`config.mk`:
```
export PLATFORM = sky130hd
export DESIGN_NAME = layer3_input_packer_flat
export DESIGN_NICKNAME = d
export VERILOG_FILES = /design/src/rtl/layer3_input_packer_pkg.sv /design/src/rtl/layer3_input_packer_if.sv /design/src/rtl/layer3_input_packer.sv /design/src/flat_wrapper.sv
export SDC_FILE = /design/constraint.sdc
export NUM_CORES = 1
export LEC_CHECK = 0
export BUFFER_PORTS_ARGS = -buffer_cell sky130_fd_sc_hd__buf_2
export CAP_MARGIN = 20
export CORE_UTILIZATION = 50
export DETAILED_ROUTE_END_ITERATION = 16
export GPL_TIMING_DRIVEN = 0
export PLACE_DENSITY = 0.75
export SYNTH_ARGS = -nofsm -noshare
export SYNTH_HDL_FRONTEND = slang
export SYNTH_SLANG_ARGS = --single-unit
```
`constraint.sdc`:
```
create_clock -name clk -period 21.9 [get_ports clk]
set_input_delay 1.095 -clock clk [delete_from_list [all_inputs] [get_ports clk]]
set_output_delay 1.095 -clock clk [all_outputs]
set_load 0.01 [all_outputs]
```
`src/rtl/layer3_input_packer_pkg.sv`:
```
// Shared constants and FSM encoding for the discriminator final-layer input bus.
// The element count and width are also used by the final-layer scorer so both
// ends of the flat bus agree on its width.
package layer3_input_packer_pkg;

  localparam int unsigned L3_N_ELEM      = 32;
  localparam int unsigned L3_DATA_W      = 16;
  localparam int unsigned L3_TIMEOUT_CYC = 4096;
  localparam int unsigned L3_VEC_CNT_W   = 16;

  typedef enum logic [1:0] {
    ST_FILL   = 2'd0,
    ST_LAUNCH = 2'd1,
    ST_WAIT   = 2'd2
  } state_t;

endpackage

```
`src/rtl/layer3_input_packer_if.sv`:
```
// Bus between the upstream activation stream, the packer and the final-layer scorer.
//   in_valid/in_data/in_last/in_ready : element stream (valid/ready)
//   flat_out/start_out/consumer_done  : packed vector handoff to the scorer
//   busy/frame_err/timeout/vec_count  : status
// master = packer side, slave = upstream source plus scorer side.
interface layer3_input_packer_if
  import layer3_input_packer_pkg::*;
#(
  parameter int unsigned N_ELEM = L3_N_ELEM,
  parameter int unsigned DATA_W = L3_DATA_W
) ();

  logic                       in_valid;
  logic [DATA_W-1:0]          in_data;
  logic                       in_last;
  logic                       in_ready;
  logic [N_ELEM*DATA_W-1:0]   flat_out;
  logic                       start_out;
  logic                       consumer_done;
  logic                       busy;
  logic                       frame_err;
  logic                       timeout;
  logic [L3_VEC_CNT_W-1:0]    vec_count;

  modport master (
    input  in_valid, in_data, in_last, consumer_done,
    output in_ready, flat_out, start_out, busy, frame_err, timeout, vec_count
  );

  modport slave (
    output in_valid, in_data, in_last, consumer_done,
    input  in_ready, flat_out, start_out, busy, frame_err, timeout, vec_count
  );

endinterface

```
`src/rtl/layer3_input_packer.sv`:
```
// Packs a stream of DATA_W-bit activations into an N_ELEM-wide flat vector,
// launches the final-layer scorer with a one-cycle start pulse and holds the
// vector until the scorer reports done (or the done watchdog expires).
// Ports:
//   clk, rst : clock, asynchronous active-high reset
//   bus      : layer3_input_packer_if.master (stream in, flat vector out, status)
// Element i occupies flat_out[DATA_W*i +: DATA_W]; element 0 is in the LSBs.
module layer3_input_packer
  import layer3_input_packer_pkg::*;
#(
  parameter int unsigned N_ELEM      = L3_N_ELEM,
  parameter int unsigned DATA_W      = L3_DATA_W,
  parameter int unsigned TIMEOUT_CYC = L3_TIMEOUT_CYC
) (
  input  logic                   clk,
  input  logic                   rst,
  layer3_input_packer_if.master  bus
);

  localparam int unsigned IDX_W = (N_ELEM > 1) ? $clog2(N_ELEM) : 1;
  localparam int unsigned CNT_W = (TIMEOUT_CYC > 1) ? $clog2(TIMEOUT_CYC) : 1;
  localparam int unsigned VC_W  = L3_VEC_CNT_W;
  localparam logic [IDX_W-1:0] LAST_IDX = IDX_W'(N_ELEM - 1);
  // Expiry fires in the TIMEOUT_CYC-th cycle of WAIT (counter starts at 0).
  localparam logic [CNT_W-1:0] EXP_CNT  = CNT_W'(TIMEOUT_CYC - 1);
  localparam bit               WD_EN    = (TIMEOUT_CYC != 0);

  state_t                          r_state;
  state_t                          w_state_nxt;
  logic [N_ELEM-1:0][DATA_W-1:0]   r_buf;
  logic [IDX_W-1:0]                r_idx;
  logic [CNT_W-1:0]                r_wait_cnt;
  logic                            r_in_ready;
  logic                            r_start;
  logic                            r_busy;
  logic                            r_frame_err;
  logic                            r_timeout;
  logic [VC_W-1:0]                 r_vec_count;

  logic w_idx_last;
  logic w_accept;
  logic w_frame_err;
  logic w_wait_exit;
  logic w_expire;

  assign w_idx_last = (r_idx == LAST_IDX);

  // State register
  always_ff @(posedge clk or posedge rst) begin
    if (rst) begin
      r_state <= ST_FILL;
    end else begin
      r_state <= w_state_nxt;
    end
  end

  // Next-state and transfer/event decode
  always_comb begin
    w_state_nxt = r_state;
    w_accept    = 1'b0;
    w_frame_err = 1'b0;
    w_wait_exit = 1'b0;
    w_expire    = 1'b0;
    case (r_state)
      ST_FILL: begin
        if (bus.in_valid && r_in_ready) begin
          w_accept = 1'b1;
          if (w_idx_last || bus.in_last) begin
            w_state_nxt = ST_LAUNCH;
            // Short frame (last early) or long frame (full without last)
            w_frame_err = w_idx_last ^ bus.in_last;
          end
        end
      end
      ST_LAUNCH: begin
        w_state_nxt = ST_WAIT;
      end
      ST_WAIT: begin
        // Done takes priority over a simultaneous watchdog expiry
        if (bus.consumer_done) begin
          w_wait_exit = 1'b1;
          w_state_nxt = ST_FILL;
        end else if (WD_EN && (r_wait_cnt == EXP_CNT)) begin
          w_expire    = 1'b1;
          w_wait_exit = 1'b1;
          w_state_nxt = ST_FILL;
        end
      end
      default: begin
        w_state_nxt = ST_FILL;
      end
    endcase
  end

  // Datapath and registered outputs; outputs derive from next state so they
  // line up with the state they describe.
  always_ff @(posedge clk or posedge rst) begin
    if (rst) begin
      r_buf       <= '0;
      r_idx       <= '0;
      r_wait_cnt  <= '0;
      r_in_ready  <= 1'b0;
      r_start     <= 1'b0;
      r_busy      <= 1'b0;
      r_frame_err <= 1'b0;
      r_timeout   <= 1'b0;
      r_vec_count <= '0;
    end else begin
      r_in_ready  <= (w_state_nxt == ST_FILL);
      r_start     <= (w_state_nxt == ST_LAUNCH);
      r_busy      <= (w_state_nxt != ST_FILL);
      r_frame_err <= w_frame_err;

      if (w_expire) begin
        r_timeout <= 1'b1;
      end

      if ((r_state == ST_WAIT) && (w_state_nxt == ST_WAIT)) begin
        r_wait_cnt <= r_wait_cnt + CNT_W'(1);
      end else begin
        r_wait_cnt <= '0;
      end

      // Buffer is cleared on re-entry to FILL so short frames leave zeros
      if (w_wait_exit) begin
        r_buf       <= '0;
        r_idx       <= '0;
        r_vec_count <= r_vec_count + VC_W'(1);
      end else if (w_accept) begin
        r_buf[r_idx] <= bus.in_data;
        if (w_state_nxt == ST_FILL) begin
          r_idx <= r_idx + IDX_W'(1);
        end
      end
    end
  end

  assign bus.in_ready  = r_in_ready;
  assign bus.flat_out  = r_buf;
  assign bus.start_out = r_start;
  assign bus.busy      = r_busy;
  assign bus.frame_err = r_frame_err;
  assign bus.timeout   = r_timeout;
  assign bus.vec_count = r_vec_count;

endmodule

```
`src/flat_wrapper.sv`:
```
// flat-port wrapper written by rule: the top's interface ports become plain ports
module layer3_input_packer_flat import layer3_input_packer_pkg::*;
#(
  parameter int unsigned N_ELEM      = L3_N_ELEM,
  parameter int unsigned DATA_W      = L3_DATA_W,
  parameter int unsigned TIMEOUT_CYC = L3_TIMEOUT_CYC
)
  (clk, rst, bus_in_valid, bus_in_data, bus_in_last, bus_consumer_done, bus_in_ready, bus_flat_out, bus_start_out, bus_busy, bus_frame_err, bus_timeout, bus_vec_count);
  layer3_input_packer_if #(.N_ELEM(N_ELEM), .DATA_W(DATA_W)) bus_i ();
  input  logic clk;
  input  logic rst;
  input wire logic [$bits(bus_i.in_valid)-1:0] bus_in_valid;
  input wire logic [$bits(bus_i.in_data)-1:0] bus_in_data;
  input wire logic [$bits(bus_i.in_last)-1:0] bus_in_last;
  input wire logic [$bits(bus_i.consumer_done)-1:0] bus_consumer_done;
  output wire logic [$bits(bus_i.in_ready)-1:0] bus_in_ready;
  output wire logic [$bits(bus_i.flat_out)-1:0] bus_flat_out;
  output wire logic [$bits(bus_i.start_out)-1:0] bus_start_out;
  output wire logic [$bits(bus_i.busy)-1:0] bus_busy;
  output wire logic [$bits(bus_i.frame_err)-1:0] bus_frame_err;
  output wire logic [$bits(bus_i.timeout)-1:0] bus_timeout;
  output wire logic [$bits(bus_i.vec_count)-1:0] bus_vec_count;
  assign bus_i.in_valid = bus_in_valid;
  assign bus_i.in_data = bus_in_data;
  assign bus_i.in_last = bus_in_last;
  assign bus_i.consumer_done = bus_consumer_done;
  assign bus_in_ready = bus_i.in_ready;
  assign bus_flat_out = bus_i.flat_out;
  assign bus_start_out = bus_i.start_out;
  assign bus_busy = bus_i.busy;
  assign bus_frame_err = bus_i.frame_err;
  assign bus_timeout = bus_i.timeout;
  assign bus_vec_count = bus_i.vec_count;
  layer3_input_packer #(.N_ELEM(N_ELEM), .DATA_W(DATA_W), .TIMEOUT_CYC(TIMEOUT_CYC)) u_core (.clk(clk), .rst(rst), .bus(bus_i));
endmodule
```
==> results.md, run 1 <==
Clock tree:
- The number of buffers added by the clock tree synthesis step is 56.
- The longest clock path from root to sink contains 3 buffers.
- The later pin in the worst-skew pair is clocked with a latency of 610 ps.
- The number of buffers inserted by post-CTS setup repair is 0.
- For this design, the CTS-stage hold fixing added 0 buffers.
- Counting every sink on the clock net gives 552.
- The clock tree from TritonCTS is done.
- The clock slew seen by the registers of the worst setup and hold paths is ~60 ps.
- The cell sitting at the root of the clock tree is a sky130_fd_sc_hd__clkbuf_16.
- Once the clock tree was built, the resizer swapped 0 gates to a different size.
- The maximum level of the CTS H-tree is 2.

Route:
- The number of nets with antenna violations after routing is 0.
- The detailed router finished its first iteration with between 1000 and 1500 violations.
- Dividing the detail-routed via count by the number of cells gives 5.44.
- The aggregate routed wire length is 75400 um.
- The number of search-and-repair iterations in the first detailed-routing pass is 5.
- The routed layout has 17200 vias.
- The remaining routing DRC violations is 0.
- In the final routed layout, each cell accounts on average for 23.8 um.

Outcome:
- The run finished with clean final reports.

Min path:
- The count of cells along the worst hold path is 1.
- The path class of the tightest hold or removal check is flip-flop to flip-flop.
- The path with the worst hold slack has its endpoint at u_core.bus.vec_count[15]$_DFFE_PP0P_.
- The worst hold path begins at u_core.bus.vec_count[15]$_DFFE_PP0P_.

Layout:
- The number of nets in the final layout is 2549.
- The total non-filler cell area in the finished layout is 0.0288 sq mm.
- The layout-stage area growth over the synthesis result is 24.5%.
- The number of antenna diodes in the final layout is 0.
- The final core utilization is 0.633.
- In the final layout, the share of cells above drive strength 1 is 0.310.
- The final-layout fill cell count is 3596.
- The count of cells in the finished layout, fillers not included, comes to 3165.

Timing:
- Setup repair after global routing left no endpoint under its margin.
- The number of hold violations in the final report is 0.
- The total negative slack for setup checks is 0 ps.
- The worst clock skew on the final layout is 27.6 ps.
- On the final layout, the worst hold slack is around 470 ps.
- The number of pins with negative max-slew slack in the final report is 0.
- The routed design could run at a clock period as short as ~2700 ps.
- For this run, the top clock speed supported by timing is 374 MHz.
- The count of endpoints failing setup in the final report is 0.
- The fraction of the cycle the final worst path needs is 0.122.
- The worst-case headroom to the max-slew limit is 0.224.
- At the pin with the least slew margin, the transition time is between 1000 and 1500 ps.
- Setup slack on the critical path of the routed design comes to slightly below 20000 ps.

GRT:
- The initial antenna violation count is 1.
- The first global-routing pass estimated 112000 um of wire.
- The via count of the first global-routing pass is 17400.
- The total congestion overflow after global routing is 0.
- The pin count of the biggest net entering global routing is between 100 and 150.
- The total track usage is 0.320.

Power and ir drop:
- The portion of total power attributed to combinational logic is 0.202.
- The net load switching power is around 0.85 mW.
- The leakage power of the design is 19.5 nW.
- The worst-case IR drop observed on VDD is 96.6 uV.
- The overall power after layout is 2.83 mW.
- Of the total power, the share spent switching nets is 0.301.
- The clock network fraction of design power is 0.369.
- The part of the total power dissipated in sequential elements is 0.429.
- The internal power summed over all cells is 1.98 mW.
- Dividing total power by cell area gives a power density of between 90 and 100 mW/mm^2.

Worst setup path:
- The critical path goes through ha_1 > and3_1 > buf_2 > a31oi_2 > nor2_2 > buf_2 > clkbuf_1 > nor2_1.
- At the worst endpoint, the arrival time is 3140 ps.
- The most frequent cell on the critical path is sky130_fd_sc_hd__buf_2.
- The startpoint of the worst register-to-register path is u_core.r_wait_cnt[0]$_DFF_PP0_.
- The number of buffers and inverters on the critical path is 3.
- The type of element capturing the critical path is a flip-flop.
- On the worst path, the slowest cell contributes a delay of 480 ps.
- The end of the worst register-to-register path is u_core.bus.flat_out[210]$_DFFE_PP0P_.
- The slowest stage cell on the critical path is sky130_fd_sc_hd__nor2_2.
- Setup slack on the worst reg-to-reg path comes out at 19230 ps.
- At the worst endpoint, the required time is 22370 ps.
- The critical-path maximum fanout is 10.
- The start-to-end type of the worst setup path is flip-flop to flip-flop.
- For the worst flop-to-flop path, the logic depth is 8.
- STA classifies the critical path startpoint as a flip-flop.
- Broken down by cell family, the worst path's largest delay share belongs to buffers and inverters.

Logic synthesis:
- Yosys attributes the largest share of cell area to sky130_fd_sc_hd__dfrtp_1 60%, sky130_fd_sc_hd__mux2i_1 22%, sky130_fd_sc_hd__nor2_1 8.6%.
- The share of synthesized area in the top cell type comes to 0.598.
- After synthesis the netlist holds a flip-flop and latch count of between 500 and 600.
- The most frequently used flop master after synthesis is sky130_fd_sc_hd__dfrtp_1.
- In this run, synthesis inferred 0 flip-flops with an integrated enable.
- The share of the Yosys chip area taken by registers is 0.598.
- The number of different library cells used by synthesis comes to 43.
- The biggest area consumer among synthesized cells is sky130_fd_sc_hd__dfrtp_1.
- The average footprint of a synthesized cell is 12.1 sq um.
- After synthesis, the share of flip-flops with an asynchronous set or reset is 1.00.
- For this run, the number of Yosys warnings is 0.
- Counting every net in the synthesized netlist gives 1934.
- The number of instances in the synthesized netlist is 1905.
- The area of the mapped netlist is 0.0231 sq mm.

Place:
- At the end of routability-driven placement, the weighted congestion stood at just under 0.9.
- Counting tap cells, the placed design contains a total of 3062 instances.
- The placed instances occupy a cell area of 0.0267 sq mm.
- The quantity of I/O buffers inserted on ports is between 500 and 600.
- Detailed placement finished with a half-perimeter wire length of between 50000 and 60000 um.
- Before CTS, the worst setup slack after placement is 18940 ps.

Floorplanning:
- The boundary pin count is 554.
- For this configuration, the core starts out at a cell density of 0.508.
- The die covers 0.0471 sq mm.
- In this run the vertical extent of the chip is 217 um.
- After floorplanning, the core was divided into 78 placement rows.
- The die is 217 um wide.
- The total area inside the core boundary comes to 0.0455 sq mm.

Run:
- The count of maximum capacitance violations is 0.
[power groups by stage]
stage	clock network (mW)	logic (mW)	registers, mW
2_1_floorplan	0	0.271	1.28
4_1_cts	1.05	0.575	1.21
3_5_place_dp	0	0.571	1.23
5_1_grt	1.10	0.619	1.22
3_3_place_gp	0	0.557	1.22
6_report	1.04	0.571	1.21
[final cells by class]
type / count / area (sq um) / area share
buffer: 158 / 867 / 0.0301
clock inverter: 19 / 307 / 0.0107
clock buffer: 84 / 1730 / 0.0600
multi-input combinational: 1188 / 8400 / 0.292
sequential: 552 / 13800 / 0.480
timing repair buffer: 557 / 2880 / 0.100
inverter: 7 / 33.8 / 0.00117
tap: 600 / 751 / 0.0261
[per-layer routing]
metal / vias to the layer above / track usage / wire (um)
met5: - / 0 / 8
met4: 2 / 0.133 / 3270
met3: 176 / 0.0813 / 6100
met2: 736 / 0.517 / 35800
met1: 8756 / 0.410 / 30300
li1: 7547 / - / -
[kinds of logic (layout without fill, tap and decap cells)]
group	after synthesis	count (layout)	share of synthesized area
buffers and inverters	165	825	0.0387
flip-flops	552	552	0.598
multiplexers	513	513	0.222
AND/OR/NAND/NOR	629	629	0.123
XOR/XNOR	28	28	0.0106
AO/OA/AOI/OAI	10	10	0.00325
adder cells (fa/ha/maj)	8	8	0.00433
[layout by cell type (no fill, tap or decap), drive strengths merged, types with 8 or more instances in the layout]
cell type / instances
nand3: 41
clkinv: 8
xor2: 22
nor2: 532
dfrtp: 552
bufinv: 8
mux2i: 512
clkbuf: 139
inv: 10
nand2: 10
buf: 660
ha: 8
[Yosys cell counts (2+ instances only)]
library cell                  n
sky130_fd_sc_hd__nand3_1      9
sky130_fd_sc_hd__mux2i_1    512
sky130_fd_sc_hd__xor2_1      22
sky130_fd_sc_hd__o21ai_0      3
sky130_fd_sc_hd__nor3_1       5
sky130_fd_sc_hd__and2_1       4
sky130_fd_sc_hd__and4_1       4
sky130_fd_sc_hd__inv_1        7
sky130_fd_sc_hd__nor2_1     531
sky130_fd_sc_hd__nand2b_1     3
sky130_fd_sc_hd__nand3_4     10
sky130_fd_sc_hd__nor3b_4      2
sky130_fd_sc_hd__clkbuf_1    55
sky130_fd_sc_hd__and3_1       6
sky130_fd_sc_hd__o2111ai_1    2
sky130_fd_sc_hd__buf_1        3
sky130_fd_sc_hd__nor3b_1      3
sky130_fd_sc_hd__nand3_2     22
sky130_fd_sc_hd__buf_12       2
sky130_fd_sc_hd__dfrtp_1    552
sky130_fd_sc_hd__nand4_1      4
sky130_fd_sc_hd__buf_2       67
sky130_fd_sc_hd__and3b_1      4
sky130_fd_sc_hd__nor4bb_1     3
sky130_fd_sc_hd__nor4_1       2
sky130_fd_sc_hd__buf_4       20
sky130_fd_sc_hd__ha_1         8
sky130_fd_sc_hd__buf_6       11
sky130_fd_sc_hd__nand2_1     10
sky130_fd_sc_hd__xnor2_1      6
[state kept, by name (all words and copies together) (netlist names)]
| register | flops |
|---|---|
| u_core.bus.flat_out | 512 |
| u_core.bus.vec_count | 16 |
| u_core.r_wait_cnt | 12 |
| u_core.r_idx | 5 |
| u_core.r_state | 2 |
| u_core.bus.busy | 1 |
| u_core.bus.frame_err | 1 |
| u_core.bus.in_ready | 1 |
| u_core.bus.start_out | 1 |
| u_core.bus.timeout | 1 |
[worst reg2reg max path: stages, from the launching register on]
cell	delay (ps)
sky130_fd_sc_hd__dfrtp_1	400
sky130_fd_sc_hd__ha_1	190
sky130_fd_sc_hd__and3_1	150
sky130_fd_sc_hd__buf_2	180
sky130_fd_sc_hd__a31oi_2	160
sky130_fd_sc_hd__nor2_2	480
sky130_fd_sc_hd__buf_2	360
sky130_fd_sc_hd__clkbuf_1	480
sky130_fd_sc_hd__nor2_1	130
[worst max-delay path by stage]
stage                                              start                                    to  slack, ps  cells past startpoint
after floorplan                                      rst             u_core.bus.busy$_DFF_PP0_       5370                      1
after global placement                               rst  u_core.bus.flat_out[101]$_DFFE_PP0P_        260                      2
after detailed placement                    bus_in_valid  u_core.bus.flat_out[357]$_DFFE_PP0P_      18940                      8
after CTS                 u_core.r_wait_cnt[0]$_DFF_PP0_  u_core.bus.flat_out[210]$_DFFE_PP0P_      19180                      8
after global routing      u_core.r_wait_cnt[0]$_DFF_PP0_  u_core.bus.flat_out[210]$_DFFE_PP0P_      19010                      8
final                     u_core.r_wait_cnt[0]$_DFF_PP0_  u_core.bus.flat_out[210]$_DFFE_PP0P_      19230                      8
(Power assumes the default switching activity.)
==> run 2, diff against run 1 <==
clock period = 2.57 ns   (was 21.9 ns; I/O delays follow)
==> results.md, run 2 (synthesized netlist as in run 1, its figures left out) <==
Route:
- The starting DRC count in detailed routing is 1121 (-24%).
- The number of search-and-repair iterations in the first detailed-routing pass is 5 (unchanged).
- The ratio of routed vias to standard cells came to 5.45 (+0.14%).
- The aggregate routed wire length is 76400 um (+1.3%).
- The routed length per placed instance was 23.9 um (+0.36%).
- The number of nets with antenna violations after routing is 0 (unchanged).
- The routed via count is 17400 (+1.1%).
- The remaining routing DRC violations is 0 (unchanged).

GRT:
- The total track usage is 0.326 (+0.00612).
- The most utilized layer in the global route result is met2.
- The global routing usage on met2 came to 0.534 (+0.0163).
- The pin count of the biggest net entering global routing came to 45 (-66%).
- The via count of the first global-routing pass is 17900 (+2.3%).
- The met3 track demand over resource in global routing was 0.0809 (-0.000419).
- The total congestion overflow after global routing is 0 (unchanged).
- The initial antenna violation count is 0 (-1).
- The met1 capacity usage during global routing is 0.414 (+0.00442).
- The global-route wire length before repair is 114000 um (+2.2%).

Min path:
- The worst hold path class is primary input to async pin.

Place:
- The setup slack at placement is -208 ps (-19140 ps).
- The quantity of I/O buffers inserted on ports is 553 (unchanged).
- The global placement routability congestion is 0.842 (-2.5%).
- The detailed-placement wirelength estimate is 54900 um (+3.0%).
- The total placed cells including tap cells was 3072 (+0.33%).

Floorplanning:
- The area of the core region came to 0.0455 sq mm (unchanged).
- The area enclosed by the die boundary is 0.0471 sq mm (unchanged).
- The die width is 217 um (unchanged).
- The total number of placement rows is 78 (unchanged).
- The boundary pin count is 554 (unchanged).
- The effective utilization at floorplan is 0.508 (unchanged).
- The vertical die dimension is 217 um (unchanged).

Timing:
- The highest achievable clock rate was 417 MHz (+11%).
- The worst-case headroom to the max-slew limit is 0.216 (-0.00788).
- The worst clock skew on the final layout is 18.7 ps (-8.97 ps).
- The fraction of the cycle the final worst path needs is 0.933 (+0.811).
- The number of pins with negative max-slew slack in the final report is 0 (unchanged).
- The transition time at the pin with the least slew margin is 1180 ps (+11.8 ps).
- The number of hold violations in the final report is 0 (unchanged).
- The count of endpoints failing setup in the final report is 0 (unchanged).
- Setup repair after global routing left no endpoint under its margin.
- The time the worst path needs with I/O delays and setup is 2400 ps (-275 ps).
- The worst path setup slack after routing is 173 ps (-19050 ps).

Layout:
- The number of antenna cells inserted is 0 (unchanged).
- The number of nets in the final layout is 2579 (+1.2%).
- The count of placed standard cells in the final layout, fillers left out is 3196 (+0.98%).
- The final core utilization came to 0.638 (+0.00509).
- The top cell types in the final layout, fill and taps aside, are 620 x sky130_fd_sc_hd__buf_2, 552 x sky130_fd_sc_hd__dfrtp_1, 531 x sky130_fd_sc_hd__nor2_1.
- Leaving out fill and tap cells, the most frequent cell in the layout is sky130_fd_sc_hd__buf_2.
- The final-layout fill cell count is 3629 (+0.92%).
- The layout-stage area growth over the synthesis result is 25.5%.
- The fraction of final layout cells with drive strength greater than 1 is 0.310 (about the same).
- The flip-flop count of the largest register after layout is 512 (unchanged).

Outcome:
- The run finished with clean final reports.

Worst setup path:
- The signal arrival time at the worst endpoint is 2870 ps (-270 ps).
- The critical-path maximum fanout was 10 (unchanged).
- The kind of cell with the highest combined delay along the critical path is buffers and inverters.
- The buffering stage count on the worst path with inverters included is 3 (unchanged).
- The slowest stage cell on the critical path is sky130_fd_sc_hd__dfrtp_1.
- The end of the worst register-to-register path is u_core.bus.flat_out[204]$_DFFE_PP0P_.
- The start-to-end type of the worst setup path is flip-flop to flip-flop.
- The logic depth of the worst setup path including buffers is 8 (unchanged).
- The worst register-to-register path begins at u_core.r_wait_cnt[0]$_DFF_PP0_.
- The setup slack on the worst flop-to-flop path is 170 ps (-19050 ps).
- The required time at the endpoint of the critical path is 3040 ps (-19330 ps).
- The path depth of the worst reg2reg path came to 8 (unchanged).
- The peak per-stage delay on the critical path came to 400 ps (-80 ps).
- The most frequent cell on the critical path is sky130_fd_sc_hd__buf_2.
- The critical path launch point type is a flip-flop.
- The type of element capturing the critical path is a flip-flop.
- The signal on the critical path passes through ha_1 > and3_1 > buf_2 > a31oi_2 > nor2_4 > buf_2 > buf_2 > nor2_1.

Clock tree:
- The clock insertion delay at the later pin of the skew report is 620 ps (about the same).
- The root buffer selected by CTS is sky130_fd_sc_hd__clkbuf_16.
- The maximum level of the CTS H-tree is 2 (unchanged).
- The number of sinks handled by clock tree synthesis is 552 (unchanged).
- TritonCTS built the clock tree.
- The number of buffers between clock root and the deepest sink is 3 (unchanged).
- The number of buffers added by the clock tree synthesis step is 57 (+1.8%).
- The clock slew seen by the registers of the worst setup and hold paths is 60 ps (about the same).

Power and ir drop:
- The leakage power of the design came to 19.6 nW (+0.48%).
- The power per standard cell area came to 816 mW/mm^2 (+730%).
- The overall power after layout was 23.7 mW (+740%).
- The peak supply drop is 653 uV (+580%).

Run:
- The count of maximum capacitance violations is 0 (unchanged).
-- run 2: cell count changes in the layout (fill, tap and decap cells not counted), sizes merged --
| cell | previous run | this run |
|---|---|---|
| bufinv | 8 | 2 |
| clkinvlp | 0 | 2 |
| dlygate4sd3 | 0 | 20 |
| inv | 10 | 7 |
| clkinv | 8 | 14 |
| clkbuf | 139 | 142 |
| buf | 660 | 669 |
-- run 2: worst reg2reg max path, delay by kind of cell, from the launching register on --
family	cells	cell delay (ps)
compound gates	1	180
simple gates	3	560
fa+ha+maj	1	200
flops	1	400
buf+inv	3	920
-- run 2: how the worst max path moves through the flow --
stage	start	to	slack, ps
2_1_floorplan	rst	u_core.bus.busy$_DFF_PP0_	-5070
4_1_cts	u_core.r_idx[0]$_DFFE_PP0P_	u_core.r_idx[1]$_DFFE_PP0P_	70
6_report	u_core.r_wait_cnt[0]$_DFF_PP0_	u_core.bus.flat_out[204]$_DFFE_PP0P_	170
3_3_place_gp	rst	u_core.bus.flat_out[100]$_DFFE_PP0P_	-7820
3_5_place_dp	u_core.r_wait_cnt[0]$_DFF_PP0_	u_core.bus.flat_out[303]$_DFFE_PP0P_	-210
5_1_grt	u_core.r_idx[0]$_DFFE_PP0P_	u_core.r_idx[1]$_DFFE_PP0P_	3
-- run 2: per-stage QoR --
stage | TNS [ps] | area [sq um] | hold WS, ps
after floorplan | -2798820 | 23100 | 282
after global placement | -4271630 | 26600 | 436
after detailed placement | -2920 | 26900 | 244
after CTS | 0 | 29000 | 128
after global routing | 0 | 29000 | 184
final | 0 | 29000 | 151
-- run 2: layout make-up --
cell class	count	area, sq um	area share
Buffer	157	866	0.0298
Clock buffer	87	1730	0.0596
Clock inverter	18	165	0.00569
Inverter	7	30.0	0.00104
Multi-Input combinational cell	1188	8410	0.290
Sequential cell	552	13800	0.476
Tap cell	600	751	0.0259
Timing Repair Buffer	587	3250	0.112
-- run 2: where the power goes --
part | leakage [nW] | internal [mW] | switching [mW]
logic | 11.0 | 1.74 | 3.20
registers | 7.62 | 9.71 | 0.634
clock network | 0.942 | 4.83 | 3.54
total | 19.6 | 16.3 | 7.38
-- run 2: layer usage --
metal | wire, um | up-vias
met5 | 0 | -
li1 | - | 7613
met3 | 5760 | 154
met1 | 30700 | 8919
met4 | 2990 | 0
met2 | 37000 | 724
-- run 2: timing repair --
| action | 4_1_cts | 5_1_grt |
|---|---|---|
| hold buffers | 20 | 0 |
| setup buffers | 0 | 0 |
| endpoints found under the hold margin | 63 | 0 |
| setup endpoints to repair | 33 | 14 |
| resized for setup | 2 | 1 |
| pin swaps | 0 | 0 |
